## src/rtl/adc_agc_ctrl.sv

```systemverilog
// adc_agc_ctrl
// Automatic gain control sequencer for one ADC channel.  Tracks the peak
// |sample| of the raw input over windows of window_len valid samples.  After
// each window it steps the front-end attenuator code and the Q8.8 digital gain
// down on overload or a loud window, and up on a quiet window.  When enable is
// low, the register-supplied manual gain and attenuator values pass through.
//
// Ports
//   clk, reset      channel clock, synchronous active-high reset
//   enable          1 = AGC loop runs, 0 = manual passthrough
//   window_len      samples per measurement window (0 behaves as 1)
//   hi_thresh       window peak >= hi_thresh -> step down
//   lo_thresh       window peak <  lo_thresh -> step up (when not held off)
//   manual_gain/att values used while enable is low
//   in, valid_in    signed raw ADC sample and its strobe
//   dor_in          ADC over-range flag, sampled every cycle
//   gain, att       registered gain (Q8.8) and attenuator code (0 = none)
//   peak            peak magnitude of the last completed window
//   peak_valid      1-cycle pulse when peak updates
//   update          1-cycle pulse when the AGC changed gain or att
//   state           0 IDLE, 1 MEASURE, 2 DECIDE
module adc_agc_ctrl #(
    parameter int                    WIDTH        = 8,
    parameter int                    GAIN_WIDTH   = 16,
    parameter logic [GAIN_WIDTH-1:0] GAIN_MIN     = 16'h0040,
    parameter logic [GAIN_WIDTH-1:0] GAIN_MAX     = 16'h1000,
    parameter int                    HOLD_WINDOWS = 4
) (
    input  logic                    clk,
    input  logic                    reset,
    input  logic                    enable,
    input  logic [23:0]             window_len,
    input  logic [WIDTH-2:0]        hi_thresh,
    input  logic [WIDTH-2:0]        lo_thresh,
    input  logic [GAIN_WIDTH-1:0]   manual_gain,
    input  logic [1:0]              manual_att,
    input  logic signed [WIDTH-1:0] in,
    input  logic                    valid_in,
    input  logic                    dor_in,
    output logic [GAIN_WIDTH-1:0]   gain,
    output logic [1:0]              att,
    output logic [WIDTH-2:0]        peak,
    output logic                    peak_valid,
    output logic                    update,
    output logic [1:0]              state
);

    localparam int HOLD_W = (HOLD_WINDOWS > 0) ? $clog2(HOLD_WINDOWS + 1) : 1;
    localparam logic [HOLD_W-1:0] HOLD_LOAD = HOLD_W'(HOLD_WINDOWS);

    typedef enum logic [1:0] {
        ST_IDLE    = 2'd0,
        ST_MEASURE = 2'd1,
        ST_DECIDE  = 2'd2
    } state_t;

    state_t                  state_reg;
    logic [GAIN_WIDTH-1:0]   gain_reg;
    logic [1:0]              att_reg;
    logic [WIDTH-2:0]        peak_reg;
    logic                    peak_valid_reg;
    logic                    update_reg;
    logic [23:0]             count_reg;
    logic [WIDTH-2:0]        run_peak_reg;
    logic                    overload_reg;
    logic [HOLD_W-1:0]       hold_reg;

    // ------------------------------------------------------------------
    // Sample magnitude.  The most negative code has no positive twin, so
    // its two's-complement negation lands with the top bit set; that single
    // case saturates to the largest representable magnitude.
    // ------------------------------------------------------------------
    logic [WIDTH-1:0] abs_full;
    logic [WIDTH-2:0] mag;

    always_comb begin
        abs_full = in[WIDTH-1] ? (~$unsigned(in) + 1'b1) : $unsigned(in);
        if (abs_full[WIDTH-1]) begin
            mag = '1;
        end else begin
            mag = abs_full[WIDTH-2:0];
        end
    end

    // Index of the sample that closes the window.  A compare of >= rather than
    // == keeps the window bounded if window_len is lowered below the current
    // count mid-window.
    logic [23:0] last_idx;
    logic        window_end;

    assign last_idx   = (window_len == 24'd0) ? 24'd0 : (window_len - 24'd1);
    assign window_end = valid_in && (count_reg >= last_idx);

    // ------------------------------------------------------------------
    // Step decision, evaluated from the completed window's registers.  Only
    // consumed while in DECIDE.
    // ------------------------------------------------------------------
    logic                  go_down;
    logic                  go_up;
    logic [GAIN_WIDTH-1:0] gain_half;
    logic [GAIN_WIDTH-1:0] down_gain;
    logic [GAIN_WIDTH:0]   gain_dbl;
    logic [GAIN_WIDTH-1:0] up_gain;
    logic [GAIN_WIDTH-1:0] agc_gain_next;
    logic [1:0]            agc_att_next;

    assign go_down   = overload_reg || (run_peak_reg >= hi_thresh);
    assign go_up     = (run_peak_reg < lo_thresh) && (hold_reg == '0);
    assign gain_half = {1'b0, gain_reg[GAIN_WIDTH-1:1]};
    assign down_gain = (gain_half < GAIN_MIN) ? GAIN_MIN : gain_half;
    // Doubling is done one bit wider so a large gain clamps instead of wrapping.
    assign gain_dbl  = {gain_reg, 1'b0};
    assign up_gain   = (gain_dbl > {1'b0, GAIN_MAX}) ? GAIN_MAX : gain_dbl[GAIN_WIDTH-1:0];

    always_comb begin
        agc_gain_next = gain_reg;
        agc_att_next  = att_reg;
        if (go_down) begin
            // Digital gain is backed off first; the attenuator only engages
            // once the gain sits at its floor.
            if (gain_reg > GAIN_MIN) begin
                agc_gain_next = down_gain;
            end else if (att_reg != 2'd3) begin
                agc_att_next = att_reg + 2'd1;
            end
        end else if (go_up) begin
            // Attenuation is removed before any digital gain is added.
            if (att_reg != 2'd0) begin
                agc_att_next = att_reg - 2'd1;
            end else begin
                agc_gain_next = up_gain;
            end
        end
    end

    // ------------------------------------------------------------------
    // Sequencer and registered outputs.
    // ------------------------------------------------------------------
    always_ff @(posedge clk) begin
        if (reset) begin
            state_reg      <= ST_IDLE;
            gain_reg       <= 16'h0100;
            att_reg        <= 2'd0;
            peak_reg       <= '0;
            peak_valid_reg <= 1'b0;
            update_reg     <= 1'b0;
            count_reg      <= '0;
            run_peak_reg   <= '0;
            overload_reg   <= 1'b0;
            hold_reg       <= '0;
        end else begin
            peak_valid_reg <= 1'b0;
            update_reg     <= 1'b0;

            if (!enable) begin
                // Any partial window is thrown away.  Manual values are only
                // loaded once IDLE is reached, so they appear one cycle later.
                state_reg    <= ST_IDLE;
                hold_reg     <= '0;
                count_reg    <= '0;
                run_peak_reg <= '0;
                overload_reg <= 1'b0;
                if (state_reg == ST_IDLE) begin
                    gain_reg <= manual_gain;
                    att_reg  <= manual_att;
                end
            end else begin
                case (state_reg)
                    ST_IDLE: begin
                        gain_reg     <= manual_gain;
                        att_reg      <= manual_att;
                        count_reg    <= '0;
                        run_peak_reg <= '0;
                        overload_reg <= 1'b0;
                        state_reg    <= ST_MEASURE;
                    end

                    ST_MEASURE: begin
                        if (dor_in) begin
                            overload_reg <= 1'b1;
                        end
                        if (valid_in) begin
                            if (mag > run_peak_reg) begin
                                run_peak_reg <= mag;
                            end
                            count_reg <= count_reg + 24'd1;
                            if (window_end) begin
                                state_reg <= ST_DECIDE;
                            end
                        end
                    end

                    ST_DECIDE: begin
                        // Samples arriving in this cycle are intentionally
                        // ignored; the next window starts clean.
                        peak_reg       <= run_peak_reg;
                        peak_valid_reg <= 1'b1;
                        gain_reg       <= agc_gain_next;
                        att_reg        <= agc_att_next;
                        update_reg     <= (agc_gain_next != gain_reg) ||
                                          (agc_att_next != att_reg);
                        if (go_down) begin
                            hold_reg <= HOLD_LOAD;
                        end else if (!go_up && (hold_reg != '0)) begin
                            hold_reg <= hold_reg - 1'b1;
                        end
                        count_reg    <= '0;
                        run_peak_reg <= '0;
                        overload_reg <= 1'b0;
                        state_reg    <= ST_MEASURE;
                    end

                    default: begin
                        state_reg <= ST_IDLE;
                    end
                endcase
            end
        end
    end

    assign gain       = gain_reg;
    assign att        = att_reg;
    assign peak       = peak_reg;
    assign peak_valid = peak_valid_reg;
    assign update     = update_reg;
    assign state      = state_reg;

endmodule

```

## config.mk

```make
export PLATFORM = sky130hd
export DESIGN_NAME = adc_agc_ctrl
export DESIGN_NICKNAME = d
export VERILOG_FILES = /design/src/rtl/adc_agc_ctrl.sv
export SDC_FILE = /design/constraint.sdc
export NUM_CORES = 1
export LEC_CHECK = 0
export BUFFER_PORTS_ARGS = -buffer_cell sky130_fd_sc_hd__buf_2
export CORE_UTILIZATION = 40
export DETAILED_ROUTE_END_ITERATION = 16
export GPL_TIMING_DRIVEN = 1
export PLACE_DENSITY_LB_ADDON = 0.12
export SLEW_MARGIN = 20
export SYNTH_ARGS = -nofsm -noshare
export SYNTH_HDL_FRONTEND = slang
export SYNTH_SLANG_ARGS = --single-unit
```

## constraint.sdc

```tcl
create_clock -name clk -period 4.75 [get_ports clk]
set_clock_uncertainty 0.05 [all_clocks]
set_input_delay 0.95 -clock clk [delete_from_list [all_inputs] [get_ports clk]]
set_output_delay 0.95 -clock clk [all_outputs]
set_load 0.05 [all_outputs]
```

==> flow_summary_export.csv, run 1 <==
group,metric,value,unit
clock_tree,clk_pin_slew,50,ps
placement,dp.cells,948,
yosys,netlist_top_cells_area,"dfxtp_1 25%, ha_1 12%, nand2_1 8.1%",
hold_path,hold_class,"reg -> reg",
worst_setup_path,slowest_stage,"or4_1",
clock_tree,tritoncts,"done",
power,powerDensity,248.9,nW/um^2
timing,period_needed,4158,ps
worst_setup_path,worstRegToRegCells,8,
finish,multi_input_area,3587,sq um
power,ir_worst_vdd,0.1714,mV
routing,drtIter0Drc,371,
yosys,synth_top_area_frac,0.2484,
routing,drc,0,
finish,drive_above_1_share,0.1620,
routing,num_vias,5366,
worst_setup_path,critical_path_arrival,4370,ps
finish,largest_reg_flops,24,
worst_setup_path,cp-start-kind,"input pin",
yosys,synth_ff_type,"dfxtp_1",
placement,place.gp.congestion,0.8801,
clock_tree,cts_hold_buf,0,
clock_tree,cts_max_path_buffers,2,
yosys,synthCells,708,
timing,maxSlewViolCount,0,
worst_setup_path,cp_slowest_stage_delay,490,ps
clock_tree,clkLatencyLatePin,330,ps
worst_setup_path,critical_path_class,"in -> reg",
clock_tree,cts.sinks,64,
yosys,syn_nets,827,
clock_tree,numCtsBuffers,9,
worst_setup_path,crit_required,4960,ps
timing,finalCritPeriodShare,0.8754,
yosys,syn_area_per_cell,7.286,sq um
hold_path,min_to,"peak[0]",
hold_path,hp-start,"peak[0]",
timing,fmax,240.5,MHz
worst_setup_path,cp_max_fo,4,
worst_setup_path,r2r-start,"gain[8]",
status,status,"complete, no violations",
timing,finalSetupViolations,0,
floorplanning,core-area,12620,sq um
worst_setup_path,worstSetupEndpointType,"flop",
finish,stdcell_count,962,
yosys,syn-cell-area,5159,sq um
timing,rsz0062_at_grt,"no",
global_routing,globalRouteOverflowTotal,0,
placement,place_area,5771,sq um
routing,wl_per_cell,14.98,microns
finish,fin_nets,906,
global_routing,grt_pass1_vias,5053,
floorplanning,die_area,13360,sq um
global_routing,antenna_found_initial,0,
clock_tree,h-tree-depth,3,
timing,hold_viol_final,0,
clock_tree,ctsRootBufferMaster,"clkbuf_16",
finish,design_area,6051,sq um
floorplanning,ios,98,
yosys,ys_ff_latch,64,
routing,vias_per_cell,5.578,
run,drv_cap,0,
worst_setup_path,r2r_setup_slack,1660,ps
worst_setup_path,path_cells,"buf_2 -> nor4_1 -> nor2b_1 -> nand4_1 -> or4_1 -> nor3_1 -> nand2b_1 -> xnor2_1 -> nand2_1 -> ha_1 -> and4_1 -> a211oi_1 -> nand3_1 -> a211oi_1 -> nor2_1 -> a31oi_1",
worst_setup_path,crit_top_cell,"a211oi_1",
placement,hpwl,11090,microns
yosys,synth_seq_area_share,0.2484,
hold_path,whs_path_depth,2,
timing,worst_pin_slew,946.5,ps
global_routing,grt_max_degree,34,
yosys,yosys_warnings,0,
global_routing,grt_use_total,0.2259,
clock_tree,cts_resized,0,
placement,io_buffers,97,
clock_tree,cts_setup_buffers,0,
floorplanning,die_w,115.6,microns
finish,num_antenna_cells,0,
floorplanning,num_rows,41,
yosys,synth.distinct_cells,60,
finish,seqCellArea,1281,sq um
routing,antenna_left,0,
floorplanning,dieHeight,115.6,microns
global_routing,grt_pass1_wl,23850,microns
routing,firstDrtPassIters,6,
yosys,synth_top_area_cell,"dfxtp_1",
floorplanning,initial_core_util,0.4088,
timing,fin_setup_tns,0,ps
timing,relSlewSlack,0.3690,
worst_setup_path,worst_r2r_endpoint,"update",
finish,nFillCells,1325,
finish,area_growth,17.29,%
yosys,synth-edff-count,0,
routing,wirelength,14410,microns
power,power_leakage,0.002616,uW
yosys,synthArstFlopShare,0,
==> power by group <==
| part | switching (uW) | internal (uW) |
|---|---|---|
| clock network | 228 | 396 |
| logic | 185 | 116 |
| registers | 32.0 | 549 |
| total | 445 | 1060 |
==> critical path: cells and delay by family <==
family / cells / cell delay (ps)
adders and majority gates: 1 / 290
buffers and inverters: 1 / 120
xor gates and xnor gates: 1 / 140
and+or+nand+nor: 10 / 2170
AOI/OAI and AO/OA: 3 / 690
==> placed cells by master (no fill, tap or decap), types with 8 or more instances in the layout <==
master and instances:
a211oi_1 10, a21o_1 9, a21oi_1 54, and3_1 8, buf_2 97, buf_4 8
clkbuf_16 9, dfxtp_1 64, ha_1 50, inv_1 39, nand2_1 110, nand2b_1 8
nand3_1 24, nand4_1 10, nor2_1 70, nor3_1 15, o211ai_1 9, o21ai_0 38
o221ai_1 12, or3_1 9, xnor2_1 20, xor2_1 24
==> cell families after synthesis <==
kind of cell,synth area share
simple gates,0.2641
compound gates,0.2239
buf+inv,0.05797
flops,0.2484
fa+ha+maj,0.1213
xor+xnor,0.07470
mux,0.009702
==> through the flow <==
stage	setup slack, ps	hold WS [ps]	utilization	total power, uW
2_1_floorplan	777.6	387.4	-	792.1
4_1_cts	634.9	410.0	0.4791	1521
6_report	591.6	407.7	0.4795	1506
5_1_grt	107.0	428.9	0.4795	1582
3_5_place_dp	301.8	401.9	0.4573	890.9
3_3_place_gp	446.6	392.5	0.4570	884.4
==> synthesized netlist by cell type, types with 3 or more instances <==
| cell type | number |
|---|---|
| nand4_1 | 10 |
| a21o_1 | 9 |
| and3_1 | 8 |
| o211ai_1 | 9 |
| dfxtp_1 | 64 |
| nand2b_1 | 8 |
| nand3_1 | 24 |
| nand2_1 | 111 |
| or3_1 | 9 |
| inv_1 | 39 |
| a311oi_1 | 7 |
| ha_1 | 50 |
| o21a_1 | 3 |
| nor2_1 | 71 |
| a21oi_1 | 54 |
| nor2b_1 | 5 |
| a2111oi_0 | 3 |
| a211oi_1 | 10 |
| xor2_1 | 24 |
| or4_1 | 3 |
| clkbuf_1 | 30 |
| buf_2 | 5 |
| mux2i_1 | 5 |
| a31oi_1 | 7 |
| nor3_1 | 15 |
| o221ai_1 | 12 |
| xnor2_1 | 20 |
| nor4_1 | 4 |
| and4_1 | 4 |
| o21ai_0 | 38 |
| nand3b_1 | 5 |
==> how the worst max path moves through the flow <==
stage,from,endpoint,slack [ps],cells after the start
2_1_floorplan,window_len[11],state[0],780,16
3_3_place_gp,window_len[11],state[0],450,16
3_5_place_dp,window_len[11],state[0],300,16
4_1_cts,window_len[11],state[0],630,16
5_1_grt,window_len[11],state[0],110,16
6_report,window_len[9],state[0],590,16
==> final cells by class <==
cell class / count / share of cell area
clock inverters: 5 / 0.008271
flip-flops and latches: 64 / 0.2117
repair buffers: 105 / 0.09016
clock buffers: 9 / 0.03722
well taps: 172 / 0.03557
multi-input cells: 568 / 0.5928
inverters: 39 / 0.02419
==> per-layer routing <==
| layer | part of all wire | track usage | vias up |
|---|---|---|---|
| li1 | - | - | 2685 |
| met1 | 0.46 | 0.2899 | 2550 |
| met2 | 0.49 | 0.3856 | 118 |
| met3 | 0.036 | 0.03347 | 13 |
| met4 | 0.012 | 0.07792 | 0 |
| met5 | 0 | 0 | - |
(Power assumes the default switching activity.)
==> inputs of run 2 (changes only) <==
- CORE_ASPECT_RATIO: unset -> 0.9
- CTS_BUF_LIST: unset -> sky130_fd_sc_hd__clkbuf_16
==> run 2 against run 1 <==
Compared with the run above: clock-buffer cell count stayed put; sequential power barely moved; die area unchanged; register-to-register slack worse by 120 ps; non-clock buffer count down 3; routed wire length rose by 3.2%; flip-flop and latch count did not move; clock power decreased by 6.7%; critical endpoint unchanged; largest cell class unchanged; highest routed layer unchanged.
==> flow_summary_export.csv, run 2 (same netlist as run 1, synthesis figures left out) <==
group,metric,value,unit
finish,nFillCells,1277,
placement,dp.cells,933,
finish,layout_common_cells,"110 x nand2_1, 97 x buf_2, 70 x nor2_1",
routing,antenna_left,0,
worst_setup_path,crit_required,4960,ps
timing,period_needed,4158,ps
finish,area_growth,16.23,%
placement,io_buffers,97,
power,netSwitchingPower,456.5,uW
power,internal_power,1007,uW
finish,seqCellArea,1281,sq um
clock_tree,cts.sinks,64,
timing,fin_setup_tns,0,ps
timing,fmax,240.5,MHz
global_routing,grt_pass1_wl,25140,microns
floorplanning,die_w,121.7,microns
timing,maxSlewViolCount,0,
timing,hold_viol_final,0,
routing,drc,0,
finish,stdcell_count,949,
power,powerDensity,244.1,nW/um^2
floorplanning,die_area,13360,sq um
finish,multi_input_area,3587,sq um
clock_tree,numCtsBuffers,9,
placement,hpwl,11230,microns
global_routing,grt_use_total,0.2365,
clock_tree,cts_resized,0,
power,clkPwrFrac,0.398,
floorplanning,dieHeight,109.7,microns
power,combPwrFrac,0.205,
finish,largest_reg_flops,24,
timing,rsz0062_at_grt,"no",
routing,wirelength,14880,microns
power,power_leakage,0.002597,uW
floorplanning,num_rows,38,
timing,hold_ws,404.9,ps
worst_setup_path,cp_max_fo,4,
clock_tree,h-tree-depth,3,
clock_tree,ctsRootBufferMaster,"clkbuf_16",
routing,firstDrtPassIters,5,
power,power.share.switching,0.3120,
placement,place.gp.congestion,0.8812,
routing,num_vias,5374,
worst_setup_path,worstSetupEndpointType,"flop",
global_routing,globalRouteOverflowTotal,0,
clock_tree,cts_max_path_buffers,2,
floorplanning,initial_core_util,0.4189,
worst_setup_path,cp-start-kind,"input pin",
global_routing,grt_pass1_vias,5256,
finish,final_common_cell,"nand2_1",
finish,num_antenna_cells,0,
worst_setup_path,r2r_setup_slack,1540,ps
power,seqPwrFrac,0.397,
routing,wl_per_cell,15.68,microns
clock_tree,clk_pin_slew,50,ps
floorplanning,core-area,12310,sq um
worst_setup_path,critical_path_arrival,4370,ps
finish,fin_nets,903,
routing,vias_per_cell,5.663,
clock_tree,tritoncts,"done",
finish,drive_above_1_share,0.1559,
clock_tree,cts_hold_buf,0,
power,ir_worst_vdd,0.1683,mV
clock_tree,clkLatencyLatePin,330,ps
global_routing,antenna_found_initial,0,
timing,finalCritPeriodShare,0.8753,
timing,worst_pin_slew,949.8,ps
hold_path,hold_class,"reg -> reg",
clock_tree,cts_setup_buffers,0,
status,status,"complete, no violations",
run,drv_cap,0,
routing,drtIter0Drc,376,
global_routing,grt_max_degree,34,
floorplanning,ios,98,
worst_setup_path,critical_path_class,"in -> reg",
timing,relSlewSlack,0.3668,
timing,finalSetupViolations,0,
[run 2: cell types whose count changed in the layout (fill, tap and decap cells not counted)]
cell        delta
inv_1          +3
bufinv_16      -1
clkinvlp_4     +1
clkinv_2       -2
clkinv_1       +1
buf_4          -3
[run 2: worst max-delay path, stage by stage]
cell and delay, ps:
buf_2 120, nor4_1 350, nor2b_1 250, nand4_1 180
or4_1 490, nor3_1 310, nand2b_1 120, xnor2_1 160
nand2_1 80, ha_1 290, and4_1 170, a211oi_1 250
nand3_1 140, a211oi_1 250, nor2_1 90, a31oi_1 160
[run 2: layer usage]
layer,vias up,global-route usage,wire [microns]
li1,2691,-,-
met3,18,0.04668,744
met4,0,0.06966,207
met2,129,0.3961,6869
met5,-,0,0
met1,2536,0.3065,7056
[run 2: power groups by stage]
stage | sequential, uW | combinational, uW | clock [uW]
after floorplan | 607 | 185 | 0
after global placement | 591 | 290 | 0
after detailed placement | 591 | 297 | 0
after CTS | 580 | 299 | 596
after global routing | 583 | 334 | 618
final | 581 | 300 | 582
[run 2: final cells by class]
type                       instances  share of cell area
timing repair buffer             102             0.08723
multi-input combinational        568              0.5983
tap                              160             0.03339
clock inverter                     7            0.005426
sequential                        64              0.2137
inverter                          39             0.02442
clock buffer                       9             0.03756
[run 2: through the flow]
stage	total power [uW]	instance area (sq um)	setup WS, ps	util
6_report	1463	5996	592.4	0.4869
5_1_grt	1536	5996	157.4	0.4869
4_1_cts	1475	5991	623.9	0.4865
3_5_place_dp	888.1	5733	308.9	0.4656
3_3_place_gp	881.1	5729	436.3	0.4653
2_1_floorplan	792.1	5159	777.6	-
[run 2: worst paths after layout]
path,startpoint,endpoint,depth (start not counted)
worst max-delay path,window_len[9],state[0],16
worst min-delay path,peak[1],peak[1],2
worst max register to register,gain[8],gain[1],8
worst min register to register,peak[1],peak[1],2
